File: src/rtl/ddr_arbiter_rr.sv
// Purpose: arbitrates NUM_CH request channels onto one DDR command port and routes read data back to its owner.
// Latency: ack/cmd_valid one edge after the grant decision; rd_valid/rd_data one edge after ddr_rd_valid.
// Backpressure: no grant while cmd_busy, !init_done or a command is on the port; reads stall while the owner FIFO is full.
module ddr_arbiter_rr #(
  parameter int NUM_CH    = 5,
  parameter int ADDR_W    = 25,
  parameter int DATA_W    = 128,
  parameter int TAG_DEPTH = 4,
  parameter int RR_MODE   = 1
) (
  input  logic                     clk_133M,
  input  logic                     rst_133M,
  input  logic                     init_done,
  input  logic                     cmd_busy,
  input  logic [NUM_CH-1:0]        req,
  input  logic [NUM_CH-1:0]        req_we,
  input  logic [NUM_CH*ADDR_W-1:0] req_addr,
  input  logic [NUM_CH*DATA_W-1:0] req_wr_data,
  output logic [NUM_CH-1:0]        ack,
  output logic [DATA_W-1:0]        rd_data,
  output logic [NUM_CH-1:0]        rd_valid,
  output logic                     busy,
  output logic                     rd_err,
  output logic [3:0]               cmd,
  output logic                     cmd_valid,
  output logic [ADDR_W-1:0]        ddr_address,
  output logic [DATA_W-1:0]        ddr_wr_data,
  input  logic [DATA_W-1:0]        ddr_rd_data,
  input  logic                     ddr_rd_valid
);

  localparam int CH_W  = (NUM_CH > 1) ? $clog2(NUM_CH) : 1;
  localparam int PTR_W = $clog2(TAG_DEPTH);
  localparam int CNT_W = PTR_W + 1;

  localparam logic [3:0] CMD_WR = 4'b0100;
  localparam logic [3:0] CMD_RD = 4'b0011;

  logic [CH_W-1:0]   last_grant;
  logic [CH_W-1:0]   own_mem [TAG_DEPTH];
  logic [PTR_W-1:0]  wr_ptr;
  logic [PTR_W-1:0]  rd_ptr;
  logic [CNT_W-1:0]  own_cnt;
  logic              fifo_full;
  logic              fifo_empty;
  logic [NUM_CH-1:0] eligible;
  logic              grant_vld;
  logic [CH_W-1:0]   grant_idx;
  logic              sel_we;
  logic [ADDR_W-1:0] sel_addr;
  logic [DATA_W-1:0] sel_wdata;
  logic              push;
  logic              pop;

  // Channel visited at step k of the search: rotating after the last winner, or plain index order.
  function automatic logic [CH_W-1:0] search_idx(input logic [CH_W-1:0] base, input int unsigned k);
    int unsigned pos;
    if (RR_MODE != 0) pos = (32'(base) + k + 32'd1) % NUM_CH;
    else              pos = k;
    return CH_W'(pos);
  endfunction

  assign fifo_full  = (own_cnt == CNT_W'(TAG_DEPTH));
  assign fifo_empty = (own_cnt == '0);

  // A command still on the port (ack/cmd_valid high) blocks the next grant, giving 2-cycle spacing.
  assign busy     = (|ack) | cmd_valid | cmd_busy | ~init_done;
  // Writes never need an owner slot, so only reads are held back by a full FIFO.
  assign eligible = req & (req_we | {NUM_CH{~fifo_full}});

  assign push = grant_vld & ~sel_we;
  assign pop  = ddr_rd_valid & ~fifo_empty;

  // Pick the first eligible channel in search order when the port is free.
  always_comb begin
    grant_vld = 1'b0;
    grant_idx = '0;
    if (!busy) begin
      for (int k = 0; k < NUM_CH; k++) begin
        if (!grant_vld && eligible[search_idx(last_grant, k)]) begin
          grant_vld = 1'b1;
          grant_idx = search_idx(last_grant, k);
        end
      end
    end
  end

  // Mux the winning channel's direction, address and write data.
  always_comb begin
    sel_we    = 1'b0;
    sel_addr  = '0;
    sel_wdata = '0;
    for (int i = 0; i < NUM_CH; i++) begin
      if (grant_idx == CH_W'(i)) begin
        sel_we    = req_we[i];
        sel_addr  = req_addr[i*ADDR_W +: ADDR_W];
        sel_wdata = req_wr_data[i*DATA_W +: DATA_W];
      end
    end
  end

  // Register the grant onto the command port as one-cycle ack/cmd_valid pulses.
  always_ff @(posedge clk_133M or posedge rst_133M) begin
    if (rst_133M) begin
      ack         <= '0;
      cmd_valid   <= 1'b0;
      cmd         <= '0;
      ddr_address <= '0;
      ddr_wr_data <= '0;
      last_grant  <= CH_W'(NUM_CH - 1);
    end else begin
      ack       <= '0;
      cmd_valid <= 1'b0;
      if (grant_vld) begin
        ack         <= NUM_CH'(1) << grant_idx;
        cmd_valid   <= 1'b1;
        last_grant  <= grant_idx;
        ddr_address <= sel_addr;
        if (sel_we) begin
          cmd         <= CMD_WR;
          ddr_wr_data <= sel_wdata;
        end else begin
          cmd <= CMD_RD;
        end
      end
    end
  end

  // Owner FIFO storage: records which channel each outstanding read belongs to.
  always_ff @(posedge clk_133M) begin
    if (push) own_mem[wr_ptr] <= grant_idx;
  end

  // Owner FIFO pointers and occupancy; simultaneous push and pop leave the count unchanged.
  always_ff @(posedge clk_133M or posedge rst_133M) begin
    if (rst_133M) begin
      wr_ptr  <= '0;
      rd_ptr  <= '0;
      own_cnt <= '0;
    end else begin
      if (push) wr_ptr <= wr_ptr + PTR_W'(1);
      if (pop)  rd_ptr <= rd_ptr + PTR_W'(1);
      if (push && !pop)      own_cnt <= own_cnt + CNT_W'(1);
      else if (pop && !push) own_cnt <= own_cnt - CNT_W'(1);
    end
  end

  // Return read data to the FIFO-head owner; data with no owner is dropped and flagged.
  always_ff @(posedge clk_133M or posedge rst_133M) begin
    if (rst_133M) begin
      rd_valid <= '0;
      rd_data  <= '0;
      rd_err   <= 1'b0;
    end else begin
      rd_valid <= '0;
      if (pop) begin
        rd_valid <= NUM_CH'(1) << own_mem[rd_ptr];
        rd_data  <= ddr_rd_data;
      end
      if (ddr_rd_valid && fifo_empty) rd_err <= 1'b1;
    end
  end

endmodule

File: config.mk
export PLATFORM = sky130hd
export DESIGN_NAME = ddr_arbiter_rr
export DESIGN_NICKNAME = d
export VERILOG_FILES = /design/src/rtl/ddr_arbiter_rr.sv
export SDC_FILE = /design/constraint.sdc
export NUM_CORES = 1
export LEC_CHECK = 0
export ABC_AREA = 1
export CAP_MARGIN = 20
export CORE_AREA = 4 4 473 475
export DETAILED_ROUTE_END_ITERATION = 12
export DIE_AREA = 0 0 477 479
export PLACE_DENSITY_LB_ADDON = 0.05
export SKIP_CTS_REPAIR_TIMING = 1
export SYNTH_ARGS = -nofsm -noshare
export SYNTH_HDL_FRONTEND = slang
export SYNTH_SLANG_ARGS = --single-unit
File: constraint.sdc
create_clock -name clk_133M -period 29.9 [get_ports clk_133M]
set_clock_uncertainty 0.1 [all_clocks]
set_input_delay 4.485 -clock clk_133M [delete_from_list [all_inputs] [get_ports clk_133M]]
set_output_delay 4.485 -clock clk_133M [all_outputs]
set_load 0.1 [all_outputs]
==> results of run 1 <==
-- logic make-up (layout without fill, tap and decap cells) --
kind of cell / Yosys count / count (layout) / synth area share (%)
AOI/OAI and AO/OA: 317 / 317 / 7.94
xor gates and xnor gates: 9 / 9 / 0.412
adders and majority gates: 34 / 34 / 2.06
buffers and inverters: 420 / 1526 / 8.84
DFF: 317 / 317 / 38.1
muxes: 1 / 1 / 0.0537
other: 1 / 25 / 0.0179
and+or+nand+nor: 2049 / 2049 / 42.6
-- how the worst max path moves through the flow --
stage	startpoint	to	slack (ns)	cells after the start
floorplan	rst_133M	ack[0]	16.89	1
global placement	init_done	busy	18.71	5
detailed placement	cmd_busy	busy	18.78	4
CTS	cmd_busy	busy	18.78	4
global route	cmd_busy	busy	18.72	4
finish	cmd_busy	busy	18.78	4
-- synth_stat cells (5+ instances only) --
library cell | instances | area share, %
clkbuf_1 | 101 | 1.8
inv_1 | 169 | 3.0
nand3_2 | 13 | 0.62
buf_2 | 88 | 2.1
edfxtp_1 | 12 | 1.7
buf_4 | 16 | 0.57
dfrtp_1 | 304 | 36
ha_1 | 33 | 2.0
o21ai_0 | 138 | 3.3
o21ai_1 | 37 | 0.88
buf_1 | 17 | 0.30
nand4_1 | 148 | 4.4
nand3_1 | 468 | 11
nand2_2 | 21 | 0.63
buf_6 | 12 | 0.64
a21oi_1 | 123 | 2.9
xor2_1 | 7 | 0.29
nor2_4 | 5 | 0.27
nor2_1 | 109 | 2.0
nand2_1 | 1262 | 23
inv_2 | 13 | 0.23
-- final cells by class --
type,instances,share of cell area [%]
diodes,24,0.159
clock buffers,82,4.17
clock inverters,10,0.388
inverters,183,1.88
multi-input cells,2411,29.7
flip-flops and latches,317,21.2
well taps,2871,9.53
repair buffers,1251,32.9
-- layer usage --
metal | GRT usage, % | vias to the layer above | part of all wire [%]
met4 | 2.94 | 66 | 1.8
met1 | 18.3 | 12613 | 39
li1 | - | 12456 | -
met5 | 0 | - | 0.23
met2 | 30.3 | 1074 | 51
met3 | 5.96 | 306 | 8.0
-- sequential cells by signal, summed over array words and instances (netlist names), 3 cells and up --
signal       flops
ack              5
rd_data        128
rd_valid         5
own_cnt          3
last_grant       3
own_mem         12
ddr_wr_data    128
ddr_address     25
-- per-stage QoR --
stage,util (%),instances
after floorplan,-,3148
after global placement,16.3,7028
after detailed placement,16.4,7032
after CTS,17.2,7124
after global routing,17.2,7133
final,17.2,7149
-- critical path: stages --
cell and delay [ns]:
clkdlybuf4s50_1 0.47, nor4_1 0.05, nand2_1 0.31, clkdlybuf4s50_1 1.22
-- placed cells by master, fill, tap and decap left out, types with 4 or more instances in the layout --
cell type        netlist  final
a21oi_1              123    123
buf_12                 1      6
buf_4                 16     66
clkbuf_1             101     14
clkbuf_16              0     52
clkbuf_8               0     16
clkdlybuf4s50_1        0   1177
clkinv_2               0      4
dfrtp_1              304    304
diode_2                0     24
edfxtp_1              12     12
ha_1                  33     33
inv_1                169    167
inv_2                 13     12
nand2_1             1262   1260
nand2_2               21     19
nand2_4                3      4
nand3_1              468    467
nand3_2               13     13
nand4_1              148    148
nor2_1               109    107
nor2_4                 5      7
o21ai_0              138    138
o21ai_1               37     37
xor2_1                 7      7
==> reports/results.txt, run 1 <==
WHS Endpoint - ddr_wr_data[63]
RSZ-0062 raised after global routing - false
Clock tree root driver cell - clkbuf_16
Relative slew margins - 20.0%
Initial antenna violation count - 134
Post-layout min period - 11.12 ns
Core box area - 219000 µm²
Place WS - 18.78 ns
Setup violators final - 0
CTS tree - built
Routed Antenna Nets - 0
CTS Buf Count - 51
Remaining DRCs - 0
WL/cell - 27.6 µm
R2r endpoint - ddr_wr_data[62]
Crit Path Category - in2out
Arrival time at the worst endpoint - 6.53 ns
Nets - 5157
FF+latch area - 7990 µm²
Async S/R FF share, synth - 96.2%
Final slew viol count - 0
Clk Latency, worst-skew pair - 0.69 ns
Vias per cell - 3.71
# IOs - 1206
Final GP Congestion - 0.820
Fmax - 89.9 MHz
Worst min path class - reg2reg
Starting Density - 9.57%
Total Routing Usage GR - 16.5%
Die Height - 479 µm
Final worst slack - 18.78 ns
R2r worst-path depth - 25
Worst-Margin Slew - 1.20 ns
Yosys reg bits - 317
Critical Path End Type - primary output
HPWL Detailed - 156 mm
Post-synthesis sequential area ratio - 38.1%
Top_reg_cell synth - dfrtp_1
Worst path required time - 25.32 ns
Max Fanout on Critical Path - 8
Cell Area, Synth - 21000 µm²
Final TNS setup - 0 ns
H-tree depth - 2
Aggregate routed wire length - 197 mm
Chip width - 477 µm
Startpoint Class - primary input
Port Buffer Count - 1204
Fin crit share - 37.2%
Synth unique cells - 54
Layout cell share with drive strength beyond 1 - 5.57%
R2r setup slk - 21.39 ns
Maxcap violations - 0
Syn nets - 4090
Number of global-route vias before repair - 27616
Reg2reg start - last_grant[0]
Total gr overflow - 0
Final non-filler cell area - 37700 µm²
Area after DPL - 35900 µm²
Multi-input gate area - 11200 µm²
CTS sink count - 317
Mapped Cells - 3148
YS warnings - 0
Number of synthesized flops with an enable pin - 12
First-pass GRT wire length - 260 mm
CTS max path bufs - 3
Largest net degree at the start of global routing - 125
Hold path depth - 2
TritonRoute pass-1 iters - 6
Number of DRC markers in iteration 0 - 1404
Worst min-delay path startpoint - ddr_wr_data[63]
# rows - 172
Hold_ws - 0.369 ns
Clk slew on worst S/H paths - 0.06 ns
Die area - 228000 µm²
Synth Area per Inst - 6.66 µm²
Layout area overhead - 79.8%
# fillers - 25131
Status - finished clean
Final Hold Viols - 0
Via count - 26515
Power of run 1 is left out: the tool's default activity adds up to more than one toggle a clock period on the data nets, which glitch-free logic cannot reach.
==> run 2, diff against run 1 <==
--- a/config.mk
+++ b/config.mk
@@ -7,9 +7,9 @@
 export LEC_CHECK = 0
 export ABC_AREA = 1
 export CAP_MARGIN = 20
-export CORE_AREA = 4 4 473 475
+export CORE_AREA = 4 4 461 463
 export DETAILED_ROUTE_END_ITERATION = 12
-export DIE_AREA = 0 0 477 479
+export DIE_AREA = 0 0 465 467
 export PLACE_DENSITY_LB_ADDON = 0.05
 export SKIP_CTS_REPAIR_TIMING = 1
 export SYNTH_ARGS = -nofsm -noshare
==> constraint.sdc (replaced) <==
create_clock -name clk_133M -period 9.6 [get_ports clk_133M]
set_clock_uncertainty 0.1 [all_clocks]
set_input_delay 1.44 -clock clk_133M [delete_from_list [all_inputs] [get_ports clk_133M]]
set_output_delay 1.44 -clock clk_133M [all_outputs]
set_load 0.1 [all_outputs]
==> run 2 against run 1 <==
Effect of this change: first-iteration DRC count hardly changed; cell count is 0.84% lower; via count is 0.67% lower; sequential share of layout area hardly changed; utilization is 0.91 points higher; largest cell class unchanged; setup slack worse by 17 ns; design area is 0.23% higher.
==> reports/results.txt, run 2 (same netlist as run 1, synthesis figures left out) <==
Status - finished clean
Post-layout min period - 7.35 ns
Aggregate routed wire length - 193 mm
Startpoint Class - register
Final Hold Viols - 0
Fmax - 136 MHz
Maxcap violations - 0
Die Height - 467 µm
Initial antenna violation count - 121
Worst min path class - reg2reg
Arrival time at the worst endpoint - 7.75 ns
CTS Buf Count - 50
Vias per cell - 3.72
H-tree depth - 2
Routed Antenna Nets - 0
Final TNS setup - 0 ns
Layout cell share with drive strength beyond 1 - 5.48%
HPWL Detailed - 154 mm
Core box area - 209000 µm²
Total gr overflow - 0
First-pass GRT wire length - 253 mm
CTS tree - built
Clk slew on worst S/H paths - 0.06 ns
Final slew viol count - 0
Chip width - 465 µm
Most frequent cells in the layout - 1260 x nand2_1, 1183 x clkdlybuf4s50_1, 467 x nand3_1, 304 x dfrtp_1, 167 x inv_1
Number of DRC markers in iteration 0 - 1403
Relative slew margins - 21.8%
# IOs - 1206
Clock tree root driver cell - clkbuf_16
Worst path required time - 10.00 ns
Clk Latency, worst-skew pair - 0.66 ns
Remaining DRCs - 0
RSZ-0062 raised after global routing - false
Nets - 5161
Worst-Margin Slew - 1.17 ns
Final GP Congestion - 0.817
Largest regs - ddr_wr_data: 128 flops, rd_data: 128 flops, ddr_address: 25 flops
Port Buffer Count - 1204
CTS max path bufs - 3
Largest net degree at the start of global routing - 141
Setup violators final - 0
TritonRoute pass-1 iters - 5
Max Fanout on Critical Path - 91
Die area - 217000 µm²
CTS sink count - 317
Starting Density - 10.1%
Layout area overhead - 80.2%
Via count - 26337
Total Routing Usage GR - 16.9%
Number of global-route vias before repair - 27460
# rows - 168
Crit Path Category - reg2reg
Fin crit share - 76.6%
Critical Path End Type - register
WL/cell - 27.2 µm
Most common cell after layout, fill and taps aside - nand2_1
run 2: cell types whose count changed in the layout (fill, tap and decap cells not counted), moves of 2 or more:
| cell | before | now |
|---|---|---|
| clkbuf_16 | 52 | 50 |
| buf_4 | 66 | 56 |
| clkbuf_1 | 14 | 12 |
| clkdlybuf4s50_1 | 1177 | 1183 |
| diode_2 | 24 | 30 |
| bufinv_16 | 1 | 4 |
| buf_12 | 6 | 16 |
| clkbuf_8 | 16 | 14 |
run 2: worst max-delay path, stage by stage (launching register included):
cell     delay [ns]
dfrtp_1        0.32
buf_4          0.24
inv_1          0.32
ha_1           0.71
inv_1          0.29
ha_1           0.27
inv_1          0.05
ha_1           0.21
o31ai_1        0.45
nand2_1        0.16
o21ai_1        0.35
inv_2          0.08
a31oi_1        0.14
a31oi_1        0.10
inv_2          0.12
nor2_4         0.06
a21oi_1        0.34
nand2_8        0.43
nor2_8         0.60
nand2_2        0.13
nand4_1        0.17
nand3_4        0.50
buf_12         0.41
nand2_1        0.22
nand2_1        0.07
run 2: path summary, 6_finish.rpt:
kind | from | endpoint | slack [ns] | cells past startpoint
min in group asynchronous | rst_133M | rd_data[39] | 1.13 | 2
worst min-delay path | ddr_wr_data[11] | ddr_wr_data[11] | 0.37 | 2
worst max-delay path | last_grant[0] | ddr_wr_data[76] | 2.25 | 24
worst max register to register | last_grant[0] | ddr_wr_data[76] | 2.25 | 24
worst min register to register | ddr_wr_data[11] | ddr_wr_data[11] | 0.37 | 2
max in group asynchronous | rst_133M | ddr_address[5] | 6.21 | 4
run 2: cell type report:
type | instances | area [µm²]
fill | 23903 | 171000
timing repair buffer | 1256 | 12600
multi-input combinational | 2411 | 11200
sequential | 317 | 7990
tap | 2805 | 3510
clock buffer | 76 | 1490
inverter | 183 | 706
clock inverter | 11 | 220
antenna | 30 | 75.1
run 2: through the flow:
stage               hold slack (ns)  std cells  area [µm²]  worst slack [ns]  util (%)
CTS                           0.373       7057       37700              2.08      18.1
global placement              0.355       6963       35900              2.32      17.2
global route                  0.384       7070       37800              1.65      18.1
floorplan                     0.342       3148       21000              4.00         -
detailed placement            0.358       6970       36000              2.16      17.2
finish                        0.369       7089       37800              2.25      18.1
run 2: layer usage:
| layer | vias up | GRT usage [%] | routed length (µm) |
|---|---|---|---|
| met1 | 12550 | 18.4 | 73000 |
| met4 | 40 | 3.43 | 4640 |
| met5 | - | 0 | 261 |
| li1 | 12449 | - | - |
| met3 | 272 | 5.51 | 14600 |
| met2 | 1026 | 31.8 | 100000 |
Power of run 2 is left out for the same reason.
